==> src/rtl/muldiv_pkg.sv <==
// Shared opcode constants and FSM encodings for the HI/LO multiply/divide unit.
// The ALU control decoder imports the same code constants.
package muldiv_pkg;

  localparam int MD_DATA_W = 32;

  localparam logic [4:0] ALU_MULT = 5'b00101;
  localparam logic [4:0] ALU_DIV  = 5'b01011;
  localparam logic [4:0] ALU_MADD = 5'b01100;
  localparam logic [4:0] ALU_MSUB = 5'b01101;
  localparam logic [4:0] ALU_MFHI = 5'b10000;
  localparam logic [4:0] ALU_MTHI = 5'b10001;
  localparam logic [4:0] ALU_MFLO = 5'b10010;
  localparam logic [4:0] ALU_MTLO = 5'b10011;

  localparam logic [1:0] ST_IDLE = 2'd0;
  localparam logic [1:0] ST_CALC = 2'd1;
  localparam logic [1:0] ST_FIX  = 2'd2;

  function automatic logic is_mul_op(input logic [4:0] ctl);
    return (ctl == ALU_MULT) || (ctl == ALU_MADD) || (ctl == ALU_MSUB);
  endfunction

endpackage

==> src/rtl/muldiv_datapath.sv <==
// Combinational radix-2 step (shift-add multiply / restoring divide) and the
// final sign fix that produces the new {HI,LO} value.
module muldiv_datapath
  import muldiv_pkg::*;
#(
  parameter int DATA_W = MD_DATA_W
) (
  input  logic [4:0]          i_op,
  input  logic [2*DATA_W-1:0] i_acc,
  input  logic [DATA_W-1:0]   i_opnd,
  input  logic                i_neg_a,
  input  logic                i_neg_b,
  input  logic [DATA_W-1:0]   i_hi,
  input  logic [DATA_W-1:0]   i_lo,
  output logic [2*DATA_W-1:0] o_acc_next,
  output logic [DATA_W-1:0]   o_hi_fix,
  output logic [DATA_W-1:0]   o_lo_fix
);

  logic                w_is_div;
  logic [DATA_W:0]     w_mul_sum;
  logic [DATA_W:0]     w_trial;
  logic                w_q_bit;
  logic [DATA_W-1:0]   w_rem_next;
  logic                w_neg_res;
  logic [2*DATA_W-1:0] w_prod;
  logic [DATA_W-1:0]   w_quo;
  logic [DATA_W-1:0]   w_rem;
  logic [2*DATA_W-1:0] w_res;

  assign w_is_div = (i_op == ALU_DIV);

  // Multiply: acc = {partial product, remaining multiplier bits}, shifted right each step.
  assign w_mul_sum = {1'b0, i_acc[2*DATA_W-1:DATA_W]} + {1'b0, {DATA_W{i_acc[0]}} & i_opnd};

  // Divide: acc = {remainder, dividend bits becoming quotient bits}, shifted left each step.
  assign w_trial    = i_acc[2*DATA_W-1:DATA_W-1] - {1'b0, i_opnd};
  assign w_q_bit    = ~w_trial[DATA_W];
  assign w_rem_next = w_q_bit ? w_trial[DATA_W-1:0] : i_acc[2*DATA_W-2:DATA_W-1];

  assign o_acc_next = w_is_div ? {w_rem_next, i_acc[DATA_W-2:0], w_q_bit}
                               : {w_mul_sum, i_acc[DATA_W-1:1]};

  assign w_neg_res = i_neg_a ^ i_neg_b;
  assign w_prod    = w_neg_res ? -i_acc : i_acc;
  assign w_quo     = w_neg_res ? -i_acc[DATA_W-1:0] : i_acc[DATA_W-1:0];
  assign w_rem     = i_neg_a ? -i_acc[2*DATA_W-1:DATA_W] : i_acc[2*DATA_W-1:DATA_W];

  always_comb begin
    w_res = w_prod;
    case (i_op)
      ALU_MADD: w_res = {i_hi, i_lo} + w_prod;
      ALU_MSUB: w_res = {i_hi, i_lo} - w_prod;
      ALU_DIV:  w_res = {w_rem, w_quo};
      default:  w_res = w_prod;
    endcase
  end

  assign o_hi_fix = w_res[2*DATA_W-1:DATA_W];
  assign o_lo_fix = w_res[DATA_W-1:0];

endmodule

==> src/rtl/hilo_muldiv_unit.sv <==
// Multi-cycle multiply/divide unit owning the architectural HI/LO registers.
// FSM IDLE -> CALC (DATA_W steps) -> FIX; Busy stalls dependents, Done pulses on write.
module hilo_muldiv_unit
  import muldiv_pkg::*;
#(
  parameter int DATA_W = MD_DATA_W
) (
  input  logic              i_clk,
  input  logic              i_rst_n,
  input  logic              i_start,
  input  logic [4:0]        i_alu_ctl,
  input  logic              i_unsigned,
  input  logic [DATA_W-1:0] i_a,
  input  logic [DATA_W-1:0] i_b,
  output logic              o_busy,
  output logic              o_done,
  output logic [DATA_W-1:0] o_result,
  output logic [DATA_W-1:0] o_hi,
  output logic [DATA_W-1:0] o_lo
);

  localparam int CW = $clog2(DATA_W);

  logic [1:0]          r_state;
  logic [CW-1:0]       r_cnt;
  logic [DATA_W-1:0]   r_hi;
  logic [DATA_W-1:0]   r_lo;
  logic                r_done;
  logic [2*DATA_W-1:0] r_acc;
  logic [DATA_W-1:0]   r_opnd;
  logic [4:0]          r_op;
  logic                r_neg_a;
  logic                r_neg_b;

  logic                w_neg_a;
  logic                w_neg_b;
  logic [DATA_W-1:0]   w_mag_a;
  logic [DATA_W-1:0]   w_mag_b;
  logic [2*DATA_W-1:0] w_acc_next;
  logic [DATA_W-1:0]   w_hi_fix;
  logic [DATA_W-1:0]   w_lo_fix;

  assign w_neg_a = ~i_unsigned & i_a[DATA_W-1];
  assign w_neg_b = ~i_unsigned & i_b[DATA_W-1];
  assign w_mag_a = w_neg_a ? -i_a : i_a;
  assign w_mag_b = w_neg_b ? -i_b : i_b;

  muldiv_datapath #(.DATA_W(DATA_W)) u_datapath (
    .i_op       (r_op),
    .i_acc      (r_acc),
    .i_opnd     (r_opnd),
    .i_neg_a    (r_neg_a),
    .i_neg_b    (r_neg_b),
    .i_hi       (r_hi),
    .i_lo       (r_lo),
    .o_acc_next (w_acc_next),
    .o_hi_fix   (w_hi_fix),
    .o_lo_fix   (w_lo_fix)
  );

  always_ff @(posedge i_clk or negedge i_rst_n) begin
    if (!i_rst_n) begin
      r_state <= ST_IDLE;
      r_cnt   <= '0;
      r_hi    <= '0;
      r_lo    <= '0;
      r_done  <= 1'b0;
      r_acc   <= '0;
      r_opnd  <= '0;
      r_op    <= '0;
      r_neg_a <= 1'b0;
      r_neg_b <= 1'b0;
    end else begin
      r_done <= 1'b0;
      case (r_state)
        ST_IDLE: begin
          if (i_start) begin
            if (is_mul_op(i_alu_ctl)) begin
              r_op    <= i_alu_ctl;
              r_acc   <= {{DATA_W{1'b0}}, w_mag_b};
              r_opnd  <= w_mag_a;
              r_neg_a <= w_neg_a;
              r_neg_b <= w_neg_b;
              r_cnt   <= '0;
              r_state <= ST_CALC;
            end else if (i_alu_ctl == ALU_DIV) begin
              // Divide by zero short-circuits: no iteration, immediate write.
              if (i_b == '0) begin
                r_hi   <= i_a;
                r_lo   <= '1;
                r_done <= 1'b1;
              end else begin
                r_op    <= i_alu_ctl;
                r_acc   <= {{DATA_W{1'b0}}, w_mag_a};
                r_opnd  <= w_mag_b;
                r_neg_a <= w_neg_a;
                r_neg_b <= w_neg_b;
                r_cnt   <= '0;
                r_state <= ST_CALC;
              end
            end else if (i_alu_ctl == ALU_MTHI) begin
              r_hi <= i_a;
            end else if (i_alu_ctl == ALU_MTLO) begin
              r_lo <= i_a;
            end
          end
        end
        ST_CALC: begin
          r_acc <= w_acc_next;
          r_cnt <= r_cnt + 1'b1;
          if (r_cnt == CW'(DATA_W - 1)) begin
            r_state <= ST_FIX;
          end
        end
        ST_FIX: begin
          r_hi    <= w_hi_fix;
          r_lo    <= w_lo_fix;
          r_done  <= 1'b1;
          r_cnt   <= '0;
          r_state <= ST_IDLE;
        end
        default: r_state <= ST_IDLE;
      endcase
    end
  end

  always_comb begin
    o_result = '0;
    if (i_alu_ctl == ALU_MFHI) begin
      o_result = r_hi;
    end else if (i_alu_ctl == ALU_MFLO) begin
      o_result = r_lo;
    end
  end

  assign o_busy = (r_state != ST_IDLE);
  assign o_done = r_done;
  assign o_hi   = r_hi;
  assign o_lo   = r_lo;

endmodule

==> config.mk <==
export PLATFORM = sky130hd
export DESIGN_NAME = hilo_muldiv_unit
export DESIGN_NICKNAME = d
export VERILOG_FILES = /design/src/rtl/muldiv_pkg.sv /design/src/rtl/muldiv_datapath.sv /design/src/rtl/hilo_muldiv_unit.sv
export SDC_FILE = /design/constraint.sdc
export NUM_CORES = 1
export LEC_CHECK = 0
export ABC_AREA = 1
export CAP_MARGIN = 20
export CORE_AREA = 2 2 269 271
export DETAILED_ROUTE_END_ITERATION = 12
export DIE_AREA = 0 0 271 273
export SLEW_MARGIN = 20
export SYNTH_ARGS = -nofsm -noshare
export SYNTH_HDL_FRONTEND = slang
export SYNTH_SLANG_ARGS = --single-unit
==> constraint.sdc <==
create_clock -name i_clk -period 4.5 [get_ports i_clk]
set_input_delay 0.45 -clock i_clk [delete_from_list [all_inputs] [get_ports i_clk]]
set_output_delay 0.45 -clock i_clk [all_outputs]
set_load 0.005 [all_outputs]
==> out/qor.txt <==
die width - 271 um
CP Data Required Time - 4890 ps
drt wl/cell - 21.8 um
area share of fa/ha/maj cells after synthesis - 0.0720
Min-Delay Path Depth - 2
Worst-Margin Slew - 1090 ps
later-pin clock latency in the skew report - 530 ps
Pins Over Slew Limit - 0
routed vias/inst - 5.45
total routing usage reported by global routing - 0.341
Die Y-Extent - 273 um
parity-gate share of the synthesized area counting xor and xnor cells - 0.0583
number of ports placed on the die boundary - 171
most frequent cells in the layout - 819 x sky130_fd_sc_hd__buf_4, 774 x sky130_fd_sc_hd__nand2_1, 496 x sky130_fd_sc_hd__inv_1
Max stage delay cell, worst path - sky130_fd_sc_hd__dfrtp_1
Die Footprint - 74,000 um2
synthesized area per cell - 5.93 um2
Post-DP Area - 32,800 um2
most common library cell in the layout ignoring fill and taps - sky130_fd_sc_hd__buf_4
via count - 33,100
unrepaired setup endpoints after global routing - true
Worst Path Class, Setup - reg -> reg
share of synthesized cell area in and, or, nand and nor gates - 0.339
maximum clock path buffer count - 2
min-delay src - r_op[4]
Mapped Area - 24,600 um2
layout overhead on the synthesized area - 54.7%
kind of capture point of the worst setup path - flop
destination of the worst hold path - r_op[4]
RePlAce Congestion - 1.02
root cell of the clock tree - sky130_fd_sc_hd__clkbuf_16
Primary FF master, synth - sky130_fd_sc_hd__dfrtp_1
Max Fanout on Critical Path - 5
main combinational cell family by area after synthesis - simple AND/OR/NAND/NOR gates
Final period util - 1.10
largest incremental delay on the critical path - 440 ps
starting utilization of the core area - 0.347
FF-to-FF setup slack - -460 ps
Inserted Clock Buffers - 17
net count reported at finish - 5,311
fraction of the mapped netlist area in compound gates - 0.241
synthesized instance count - 4,152
pin count of the biggest net entering global routing - 82
type of origin of the critical path - flop
Worst Setup Slack, final - -459 ps
relative max-transition margin - 0.267
global-route wire length before repair - 188,000 um
Post-Place Worst Slack - -1090 ps
Iteration-0 DRC Markers - 3,568
clock tree from TritonCTS - done
outcome - finished with violations
CTS clk-pin slew, worst paths - 90 ps
Post-synth EDFFs - 0
max_cap viols - 0
final hold violation count - 0
post-route design area - 38,100 um2
count of final setup violators - 35
violated checks - negative setup slack
global route total overflow - 0
number of distinct library cell variants in the gate-level netlist after synthesis - 63
Core Box Area - 71,000 um2
final routed DRC violation total - 0
Min Clock Period, post-route - 4960 ps
r2r worst-path depth - 30
number of H-tree branching levels - 4
Setup Skew - 22.3 ps
total of warnings raised by yosys - 0
final core utilization - 0.537
endpoint of the worst register-to-register path - o_hi[14]
Worst R2R Start - r_acc[5]
Routed Wire Length - 132,000 um
post-synthesis mux area share - 0.000406
length of the first detailed-routing pass in iterations - 7
Hold Path Class - reg -> reg
timing-limited maximum frequency - 202 MHz
net count of the mapped netlist - 4,365
number of global-route vias before repair - 30,000
Data arrival, critical path - 5350 ps
number of storage elements in the synthesis netlist - 175
Async S/R FF share, synth - 1.00
initial antenna violation count - 2
proportion of layout cells with a drive suffix above 1 - 0.334
Site Rows - 98
# clock sinks - 175
post-route antenna net violation count - 0
sequential-to-total area share from yosys stat - 0.178
post-detail-place hpwl - 105,000 um
port buffer count - 170
==> per-layer routing <==
metal  vias up  global-route usage  wire length (um)
met3       301              0.0455             10600
met5         -                   0                 0
met2      1561               0.506             55900
li1      15700                   -                 -
met4         0               0.214              9370
met1     15500               0.466             56200
==> final cells by class <==
class	instances	area (um2)
antenna	2	5.00
clock inverter	15	193
sequential	175	4400
clock buffer	17	425
tap	950	1190
inverter	569	2150
timing repair buffer	1070	8870
multi-input combinational	3265	20900
fill	6975	32900
==> worst max-delay path, delay by kind of cell (launching register included) <==
family | cells | cell delay, ps
AOI/OAI and AO/OA | 9 | 1580
and+or+nand+nor | 14 | 1530
buffers and inverters | 5 | 670
DFF | 1 | 440
adders and majority gates | 1 | 360
xor gates and xnor gates | 1 | 250
==> state kept, by name (all words and copies together) (netlist names) <==
register  count
r_neg_a       1
o_done        1
r_acc        64
r_cnt         5
r_state       2
r_op          5
r_opnd       32
o_hi         32
r_neg_b       1
o_lo         32
==> kinds of logic after synthesis <==
| family | Yosys count |
|---|---|
| and+or+nand+nor | 1903 |
| adders and majority gates | 140 |
| DFF | 175 |
| xor gates and xnor gates | 164 |
| muxes | 1 |
| AOI/OAI and AO/OA | 1057 |
| buffers and inverters | 712 |
==> synthesized netlist by cell type, types with 4 or more instances <==
cell | n | share of area
sky130_fd_sc_hd__nor3_1 | 44 | 0.0089
sky130_fd_sc_hd__nand3b_1 | 11 | 0.0034
sky130_fd_sc_hd__o21a_1 | 7 | 0.0021
sky130_fd_sc_hd__inv_1 | 543 | 0.083
sky130_fd_sc_hd__clkbuf_1 | 117 | 0.018
sky130_fd_sc_hd__o31ai_1 | 10 | 0.0030
sky130_fd_sc_hd__o21ai_0 | 429 | 0.087
sky130_fd_sc_hd__nand3_1 | 253 | 0.051
sky130_fd_sc_hd__nand4_1 | 56 | 0.014
sky130_fd_sc_hd__o211ai_1 | 61 | 0.019
sky130_fd_sc_hd__nor2_2 | 25 | 0.0064
sky130_fd_sc_hd__nor2_1 | 478 | 0.073
sky130_fd_sc_hd__a22oi_1 | 6 | 0.0018
sky130_fd_sc_hd__xnor2_1 | 46 | 0.016
sky130_fd_sc_hd__nand2_1 | 896 | 0.14
sky130_fd_sc_hd__buf_1 | 7 | 0.0011
sky130_fd_sc_hd__o21ai_1 | 31 | 0.0063
sky130_fd_sc_hd__nor4_1 | 18 | 0.0046
sky130_fd_sc_hd__a21o_1 | 30 | 0.0091
sky130_fd_sc_hd__nand3_2 | 6 | 0.0024
sky130_fd_sc_hd__o22ai_1 | 57 | 0.014
sky130_fd_sc_hd__o21bai_1 | 12 | 0.0037
sky130_fd_sc_hd__buf_4 | 8 | 0.0024
sky130_fd_sc_hd__dfrtp_1 | 175 | 0.18
sky130_fd_sc_hd__o311ai_0 | 7 | 0.0025
sky130_fd_sc_hd__nor2_4 | 12 | 0.0055
sky130_fd_sc_hd__a211oi_1 | 7 | 0.0021
sky130_fd_sc_hd__a221oi_1 | 6 | 0.0021
sky130_fd_sc_hd__buf_6 | 4 | 0.0018
sky130_fd_sc_hd__o221ai_1 | 14 | 0.0050
sky130_fd_sc_hd__xor2_1 | 118 | 0.042
sky130_fd_sc_hd__and2_1 | 4 | 0.0010
sky130_fd_sc_hd__a31oi_1 | 35 | 0.0089
sky130_fd_sc_hd__buf_2 | 6 | 0.0012
sky130_fd_sc_hd__or2_2 | 34 | 0.0086
sky130_fd_sc_hd__clkinv_1 | 6 | 0.00091
sky130_fd_sc_hd__a21boi_0 | 10 | 0.0030
sky130_fd_sc_hd__a21oi_1 | 319 | 0.065
sky130_fd_sc_hd__nand2_2 | 42 | 0.011
sky130_fd_sc_hd__ha_1 | 137 | 0.070
sky130_fd_sc_hd__inv_2 | 18 | 0.0027
sky130_fd_sc_hd__nand2_4 | 7 | 0.0032
==> per-stage QoR <==
step                      instances  setup TNS [ps]  hold WS (ps)
after global placement         5892          -21060           452
after detailed placement       5892          -24360           460
after CTS                      5994           -6610          12.1
final                          6063           -8070           485
after floorplan                4152               0           154
after global routing           6061          -16960           567
==> worst max path at each step <==
stage / cells past startpoint / start / end / slack, ps
5_1_grt: 35 / r_acc[0] / o_hi[30] / -690
3_3_place_gp: 35 / r_acc[1] / o_hi[4] / -1050
6_report: 30 / r_acc[5] / o_hi[14] / -460
4_1_cts: 33 / r_acc[11] / o_hi[26] / -350
3_5_place_dp: 35 / r_acc[1] / o_hi[4] / -1090
2_1_floorplan: 29 / r_acc[0] / o_hi[23] / 250
==> timing repair <==
item                       CTS  global route
setup endpoints to repair   50            51
buffers inserted            79            70
hold endpoints to repair     0             6
hold buffers                 0             1
pin swaps                  203           215
gates cloned                 1             0
gates resized for setup    529           480
Power is left out: the tool's default activity adds up to more than one toggle a clock period on the data nets, which glitch-free logic cannot reach.
